`config.mk`:
```
export PLATFORM = sky130hd
export DESIGN_NAME = char_buffer_writer_flat
export DESIGN_NICKNAME = d
export VERILOG_FILES = /design/src/rtl/char_buffer_writer_pkg.sv /design/src/rtl/char_buffer_writer_if.sv /design/src/rtl/char_buffer_writer_pace_counter.sv /design/src/rtl/char_buffer_writer.sv /design/src/flat_wrapper.sv
export SDC_FILE = /design/constraint.sdc
export NUM_CORES = 1
export LEC_CHECK = 0
export CORE_ASPECT_RATIO = 0.75
export CORE_MARGIN = 2
export CORE_UTILIZATION = 50
export DETAILED_ROUTE_END_ITERATION = 10
export HOLD_SLACK_MARGIN = 0.06
export PLACE_DENSITY = 0.83
export RECOVER_POWER = 100
export SYNTH_ARGS = -nofsm -noshare
export SYNTH_HDL_FRONTEND = slang
export SYNTH_HIERARCHICAL = 1
export SYNTH_SLANG_ARGS = --single-unit
```
`constraint.sdc`:
```
create_clock -name clk -period 3.3 [get_ports clk]
set_clock_uncertainty 0.2 [all_clocks]
set_input_delay 0.99 -clock clk [delete_from_list [all_inputs] [get_ports clk]]
set_output_delay 0.99 -clock clk [all_outputs]
set_load 0.05 [all_outputs]
```
`src/rtl/char_buffer_writer_pkg.sv`:
```
// Shared constants for the character buffer writer.
//   clog2_min1 : address/counter width helper (ceil(log2(n)), minimum 1 bit)
//   ST_*       : FSM state encoding (CLEAR -> PACE <-> WRITE)
package char_buffer_writer_pkg;

    typedef logic [1:0] state_t;

    localparam state_t ST_CLEAR = 2'd0;
    localparam state_t ST_PACE  = 2'd1;
    localparam state_t ST_WRITE = 2'd2;

    // Bits needed to hold values 0..value-1; never less than one bit so
    // degenerate sizes (value <= 2) still give legal vectors.
    function automatic int clog2_min1(input int value);
        int w;
        w = 0;
        for (int i = 0; i < 31; i++) begin
            if ((1 << i) < value) begin
                w = i + 1;
            end
        end
        return (w < 1) ? 1 : w;
    endfunction

endpackage

```
`src/rtl/char_buffer_writer_if.sv`:
```
// Write port from the character buffer writer to the character RAM arbiter.
//   wr_en    : write request (master -> slave)
//   wr_addr  : linear cell address (master -> slave)
//   wr_data  : character code (master -> slave)
//   wr_ready : arbiter accepts the write this cycle (slave -> master)
interface char_buffer_writer_if #(
    parameter int char_width = 8,
    parameter int addr_width = 13
);
    logic                  wr_en;
    logic [addr_width-1:0] wr_addr;
    logic [char_width-1:0] wr_data;
    logic                  wr_ready;

    modport master (
        output wr_en,
        output wr_addr,
        output wr_data,
        input  wr_ready
    );

    modport slave (
        input  wr_en,
        input  wr_addr,
        input  wr_data,
        output wr_ready
    );
endinterface

```
`src/rtl/char_buffer_writer_pace_counter.sv`:
```
// Pacing counter for the character buffer writer.
//   clk, reset : clock and synchronous active-high reset
//   run        : count this cycle (writer is pacing and enable is high)
//   tick       : high in the cycle the count sits at pace_cycles-1 while
//                running; the count wraps to 0 on that edge
// When run is low the count holds, so a paused interval resumes where it
// stopped rather than restarting.
module char_buffer_writer_pace_counter
    import char_buffer_writer_pkg::*;
#(
    parameter int pace_cycles = 1000
) (
    input  logic clk,
    input  logic reset,
    input  logic run,
    output logic tick
);
    localparam int cnt_w = clog2_min1(pace_cycles);
    localparam logic [cnt_w-1:0] term_cnt = cnt_w'(pace_cycles - 1);

    logic [cnt_w-1:0] cnt_q;
    logic [cnt_w-1:0] cnt_d;

    assign tick = run && (cnt_q == term_cnt);

    always_comb begin
        cnt_d = cnt_q;
        if (run) begin
            cnt_d = tick ? '0 : cnt_q + 1'b1;
        end
    end

    always_ff @(posedge clk) begin
        if (reset) begin
            cnt_q <= '0;
        end else begin
            cnt_q <= cnt_d;
        end
    end
endmodule

```
`src/rtl/char_buffer_writer.sv`:
```
// Character buffer writer: clears the text RAM with clear_char after reset,
// then writes one generator character every pace_cycles enabled cycles at a
// linearly advancing cursor that wraps at the end of the screen.
//   clk, reset : clock and synchronous active-high reset
//   enable     : lets pacing advance (ignored while clearing or writing)
//   c_in       : character from the generator, sampled at the pace tick
//   wr_bus     : write request/ready port to the character RAM arbiter
//   clear_done : sticky, high once the clear pass has completed
//   frame_done : one-cycle pulse after the last cell of a screen is written
module char_buffer_writer
    import char_buffer_writer_pkg::*;
#(
    parameter int                    char_width  = 8,
    parameter int                    cols        = 128,
    parameter int                    rows        = 48,
    parameter int                    pace_cycles = 1000,
    parameter logic [char_width-1:0] clear_char  = '0
) (
    input  logic                  clk,
    input  logic                  reset,
    input  logic                  enable,
    input  logic [char_width-1:0] c_in,
    char_buffer_writer_if.master  wr_bus,
    output logic                  clear_done,
    output logic                  frame_done
);
    localparam int cells  = cols * rows;
    localparam int addr_w = clog2_min1(cells);
    localparam logic [addr_w-1:0] last_cell = addr_w'(cells - 1);

    state_t                state_q, state_d;
    logic [addr_w-1:0]     cursor_q, cursor_d;
    logic                  wr_en_q, wr_en_d;
    logic [char_width-1:0] wr_data_q, wr_data_d;
    logic                  clear_done_q, clear_done_d;
    logic                  frame_done_q, frame_done_d;

    logic              accept;
    logic              at_last;
    logic [addr_w-1:0] cursor_next;
    logic              pace_run;
    logic              pace_tick;

    assign accept      = wr_en_q && wr_bus.wr_ready;
    assign at_last     = (cursor_q == last_cell);
    // Compare-and-wrap rather than a natural overflow: cells need not be
    // a power of two.
    assign cursor_next = at_last ? '0 : cursor_q + 1'b1;
    assign pace_run    = (state_q == ST_PACE) && enable;

    char_buffer_writer_pace_counter #(
        .pace_cycles (pace_cycles)
    ) u_pace (
        .clk   (clk),
        .reset (reset),
        .run   (pace_run),
        .tick  (pace_tick)
    );

    always_comb begin
        state_d      = state_q;
        cursor_d     = cursor_q;
        wr_en_d      = wr_en_q;
        wr_data_d    = wr_data_q;
        clear_done_d = clear_done_q;
        frame_done_d = 1'b0;
        case (state_q)
            ST_CLEAR: begin
                wr_en_d   = 1'b1;
                wr_data_d = clear_char;
                if (accept) begin
                    cursor_d = cursor_next;
                    if (at_last) begin
                        // Clear pass finished: no frame_done for this lap.
                        wr_en_d      = 1'b0;
                        clear_done_d = 1'b1;
                        state_d      = ST_PACE;
                    end
                end
            end
            ST_PACE: begin
                wr_en_d = 1'b0;
                if (pace_tick) begin
                    wr_data_d = c_in;
                    wr_en_d   = 1'b1;
                    state_d   = ST_WRITE;
                end
            end
            ST_WRITE: begin
                // Address and data hold until the arbiter takes the write.
                if (accept) begin
                    cursor_d     = cursor_next;
                    wr_en_d      = 1'b0;
                    frame_done_d = at_last;
                    state_d      = ST_PACE;
                end
            end
            default: begin
                state_d = ST_CLEAR;
            end
        endcase
    end

    always_ff @(posedge clk) begin
        if (reset) begin
            state_q      <= ST_CLEAR;
            cursor_q     <= '0;
            wr_en_q      <= 1'b0;
            wr_data_q    <= '0;
            clear_done_q <= 1'b0;
            frame_done_q <= 1'b0;
        end else begin
            state_q      <= state_d;
            cursor_q     <= cursor_d;
            wr_en_q      <= wr_en_d;
            wr_data_q    <= wr_data_d;
            clear_done_q <= clear_done_d;
            frame_done_q <= frame_done_d;
        end
    end

    // The cursor only moves on an accept, so it doubles as the registered
    // write address and is stable for the whole life of a request.
    assign wr_bus.wr_en   = wr_en_q;
    assign wr_bus.wr_addr = cursor_q;
    assign wr_bus.wr_data = wr_data_q;
    assign clear_done     = clear_done_q;
    assign frame_done     = frame_done_q;
endmodule

```
`src/flat_wrapper.sv`:
```
// flat-port wrapper written by rule: the top's interface ports become plain ports
module char_buffer_writer_flat import char_buffer_writer_pkg::*;
#(
    parameter int                    char_width  = 8,
    parameter int                    cols        = 128,
    parameter int                    rows        = 48,
    parameter int                    pace_cycles = 1000,
    parameter logic [char_width-1:0] clear_char  = '0
)
  (clk, reset, enable, c_in, clear_done, frame_done, wr_bus_wr_en, wr_bus_wr_addr, wr_bus_wr_data, wr_bus_wr_ready);
  char_buffer_writer_if #(.char_width(char_width)) wr_bus_i ();
  input  logic clk;
  input  logic reset;
  input  logic enable;
  input  logic [char_width-1:0] c_in;
  output logic clear_done;
  output logic frame_done;
  output wire logic [$bits(wr_bus_i.wr_en)-1:0] wr_bus_wr_en;
  output wire logic [$bits(wr_bus_i.wr_addr)-1:0] wr_bus_wr_addr;
  output wire logic [$bits(wr_bus_i.wr_data)-1:0] wr_bus_wr_data;
  input wire logic [$bits(wr_bus_i.wr_ready)-1:0] wr_bus_wr_ready;
  assign wr_bus_wr_en = wr_bus_i.wr_en;
  assign wr_bus_wr_addr = wr_bus_i.wr_addr;
  assign wr_bus_wr_data = wr_bus_i.wr_data;
  assign wr_bus_i.wr_ready = wr_bus_wr_ready;
  char_buffer_writer #(.char_width(char_width), .cols(cols), .rows(rows), .pace_cycles(pace_cycles), .clear_char(clear_char)) u_core (.clk(clk), .reset(reset), .enable(enable), .c_in(c_in), .wr_bus(wr_bus_i), .clear_done(clear_done), .frame_done(frame_done));
endmodule
```
* After elaboration in Yosys (flattened, before gate mapping)
Index checks and enable logic that the tools add are counted.
** Cells by class
- $add $sub $neg :: 2
- Eq/ne operators :: 8
- Mux-type cells :: 14
- Bitwise logic cells :: 2
- Reductions and logical operators :: 13
** Operator list (count)
- 8-bit one-hot mux with 2 select lines :: 1
- 13-bit by 1-bit adder with 13-bit output, second input constant :: 1
- 13-bit == test, second input constant :: 1
- 13-bit two-way mux :: 1
- 10-bit by 1-bit adder with 10-bit output, second input constant :: 1
- 10-bit == test, second input constant :: 1
- 10-bit two-way mux :: 1
- 2-bit two-way mux :: 4
- 8-bit two-way mux :: 1
- 2-bit by 1-bit != test with 1-bit output, second input constant :: 3
- 2-bit one-hot mux with 3 select lines :: 1
- 2-bit AND reduction :: 3
- 1-bit two-way mux :: 4
- 4-bit AND reduction :: 1
- 1-bit logical AND :: 3
- 1-bit one-hot mux with 3 select lines :: 1
- 3-bit AND reduction :: 1
- 3-bit nonzero test :: 1
- 3-bit OR reduction :: 1
- 2-bit by 1-bit == test with 1-bit output, second input constant :: 1
- 2-bit == test, second input constant :: 1
- 2-bit zero test :: 1
- 2-bit != test, second input constant :: 1
- 1-bit inverter :: 2
- other kinds (2) :: 2
** Word-level totals
- Register bits after elaboration :: 36
- Input port bits :: 12
- Logic and storage cells :: 46

* Depth between registers and ports, before layout
- Depth after elaboration :: 5
- Depth in mapped cells :: 11

* By module
The synthesis kept the hierarchy.
** Modules (own cells, without submodules)
- char_buffer_writer :: instances 1, cells an instance 142, area an instance 1276.2 um2, sequential area each 520.5 um2
- char_buffer_writer_pace_counter :: instances 1, cells an instance 54, area an instance 515.5 um2, sequential area each 200.2 um2

* Worst setup path before layout
Ideal clock, no wire load.
- Path type :: in2reg
- From :: input port enable
- To :: register u_core.state_q[0]
- Setup time :: 130 ps
- Data arrival time :: 2616 ps
- Slack :: 354 ps
- Stages :: 8
- Path through :: and2_1 buf_2 nand3_1 nor4_2 nor2b_1 or2_2 a221oi_1 o31ai_1
** On the way
- Cells in the longest elaborated chain, start to end :: 4
** Ends and longest elaborated chain
- start: declaration :: RTL line flat_wrapper.sv:14 : input logic enable;
- 1-bit logical AND :: RTL line char_buffer_writer.sv:49 : assign pace_run = (state_q == ST_PACE) && enable;
- 1-bit logical AND :: RTL line char_buffer_writer_pace_counter.sv:24 : assign tick = run && (cnt_q == term_cnt);
- net u_core.pace_tick :: RTL line char_buffer_writer.sv:42 : logic pace_tick;
- 2-bit != test (no line)
- 4-bit AND reduction (no line)
- end signal: assignment :: RTL line char_buffer_writer.sv:113 : state_q <= state_d;
- end: declaration :: RTL line char_buffer_writer.sv:31 : state_t state_q, state_d;
The timed path passes the listed nets, and every way through them passes these cells.
A chain may end at the register's enable or synchronous reset.

* Final worst setup path
- From :: input port enable
- To :: register u_core.state_q[0]
** On the way
- Cells in the longest elaborated chain, start to end :: 4
** Ends and longest elaborated chain
- 1-bit logical AND :: RTL line char_buffer_writer.sv:49
- net u_core.pace_run :: RTL line char_buffer_writer.sv:41 : logic pace_run;
- 1-bit logical AND :: RTL line char_buffer_writer_pace_counter.sv:24
- net u_core.pace_tick :: RTL line char_buffer_writer.sv:42
- 2-bit != test (no line)
- 4-bit AND reduction (no line)
The timed path passes the listed nets, and every way through them passes these cells.

==> reports/metrics.cfg <==
[global_route]
grt_usage_pct = 20.9
grt_max_degree = 32
grt_pass1_vias = 1487
gr-total-overflow = 0
antenna_found_initial = 0
grt_pass1_wl_microns = 6640

[sta]
timing.final.hold_violations = 0
relSlewSlack_pct = 29.9
fin_tns_setup_ns = 0
fmax_mhz = 337
slew_violations = 0
rsz0062_at_grt = no
fin_crit_sh_pct = 89.8
post-route-min-period_ns = 2.96
worst_slew_pin_slew_ns = 1.04
setup_viol = 0

[critical_path]
critPathKind = in2reg
crit_fanout = 3
required_ns = 3.23
worstRegToRegCells = 9
crit_arrival_ns = 2.89
startpoint_type = primary input
end_kind = flop

[drt]
first_pass_iters = 4
drtAntennaViolNets = 0
via_per_inst = 5.78
vias = 1613
drc = 0
drt-initial-drc-count = 84
routedWlPerCell_microns = 14.0
top_layer_used = met4
wl_met3_microns = 180
drt-total-wl_microns = 3910
drt-met1-wl_microns = 1980
met2_length_microns = 1710

[clock_network]
post_cts.repair.setup_buffers = 0
ctsHoldBuffers = 0
cts.repair.resized = 0
cts-buffers-inserted = 5
cts_sinks = 36
root_buffer = clkbuf_8
cts_tree = yes
clkTransAtPathRegs_ns = 0.07
htreeDepth = 2
clk_latency_ns = 0.28
clk_path_buf_depth = 2

[floorplanning]
dieArea_sq_um = 4080
die_y_microns = 55.8
core_area_sq_um = 3360
rows = 18
die_w_microns = 73.1
io_pins = 36
initial_core_util_pct = 53.4

[logic_synthesis]
yosys.area.top_type = dfxtp_1
yosysSeqAreaShare_pct = 40.2
synth-seq-cells = 36
synth_top_cell_area_share_pct = 40.2
synth_fp_nets = 215
async_reset_ff_share_pct = 0
synth.area.top_cells = dfxtp_1 (40%), nor2_1 (5.2%), ha_1 (4.9%)
synth_ff_type = dfxtp_1
yosysUniqueCellTypes = 47
netlist_instances = 196
synth_edf_count = 0
synth_area_sq_um = 1790
yosysWarningCount = 6
syn_area_per_cell_sq_um = 9.14

[power]
vdd_drop_max_uv = 288
power_mw = 0.969
p_leak_nw = 0.878
p_per_area_nw_per_um2 = 432

[min_path]
holdPathStages = 2
hp-class = reg2reg

[cells_and_area]
final_cell_mix = dfxtp_1 (36), dlygate4sd3_1 (25), nor2_1 (25)
fin_nets = 257
drive_above_1_share_pct = 6.69
final_common_cell = dfxtp_1
fin_area_sq_um = 2240
area_delta_synth_final_pct = 25.1
insertedDiodeCount = 0
fin_util_pct = 66.8

[place]
dp_hpwl_microns = 2770
place_area_sq_um = 2220
io_buffers = 35
gp_congestion = 0.839

[status]
status = finished, final reports clean

[job]
maxCapViolCount = 0

## worst max-delay path, stage by stage
cell and delay (ns):
clkdlybuf4s50_1 0.45, and2_0 0.14, nand3_1 0.09, nor4_1 0.38, nor2b_1 0.12, or2_2 0.30, a221oi_1 0.29, o31ai_1 0.13
## flip-flops by register name, indices dropped and copies added (netlist names)
register,cells
u_core/wr_bus.wr_en,1
u_core/state_q,2
u_core/u_pace/cnt_q,10
u_core/wr_bus.wr_data,8
u_core/frame_done,1
u_core/clear_done,1
u_core/wr_bus.wr_addr,13
## stage by stage
stage                     cells  hold slack [ns]  setup slack (ns)
after floorplan             196            0.261             0.354
after global placement      271            0.272             0.197
after detailed placement    271            0.273             0.149
after CTS                   279            0.289             0.443
after global routing        279            0.308             0.183
final                       279            0.285             0.337
## metal layers
layer,vias to the layer above,global-route usage [%]
met5,-,0
met4,0,7.41
met3,4,6.34
met2,37,31.9
met1,767,27.9
li1,805,-
## logic make-up (layout without fill, tap and decap cells)
kind of cell               count (synthesis)  count (layout)  share of synthesized area (%)
AOI/OAI and AO/OA                         41              41                           16.6
xor gates and xnor gates                  11              11                           5.38
adders and majority gates                  7               7                           4.89
and+or+nand+nor                           89              89                           29.9
buffers and inverters                     12              55                           3.07
DFF                                       36              36                           40.2
## cells in the mapped netlist, drive strengths merged (3+ instances only)
library cell and count:
o31ai 5, nand4 8, o21ai 5, xor2 9, nor3 3, buf 6, nor2 25, a22oi 8
dfxtp 36, nor4 5, or4 4, ha 7, inv 5, nand2 13, a21oi 10, nand2b 4
nand3b 3, nand3 7, or3 5
## final cells by class
cell class,instances,area (sq um)
fill,290,1110
multi-input combinational,148,961
sequential,36,721
timing repair buffer,42,400
clock buffer,8,90.1
tap,40,50.0
inverter,5,18.8
## power breakdown
group          switching [mW]  leakage [nW]  internal, mW
clock network           0.146        0.0455         0.170
registers              0.0177         0.291         0.448
logic                   0.115         0.542        0.0722
## path summary, 6_finish.rpt
path | endpoint | slack, ns | start
setup reg to reg | u_core/state_q[0] | 0.76 | u_core/state_q[1]
setup / recovery | u_core/state_q[0] | 0.34 | enable
hold reg to reg | u_core/clear_done | 0.28 | u_core/clear_done
hold / removal | u_core/clear_done | 0.28 | u_core/clear_done
(Power assumes the default switching activity.)
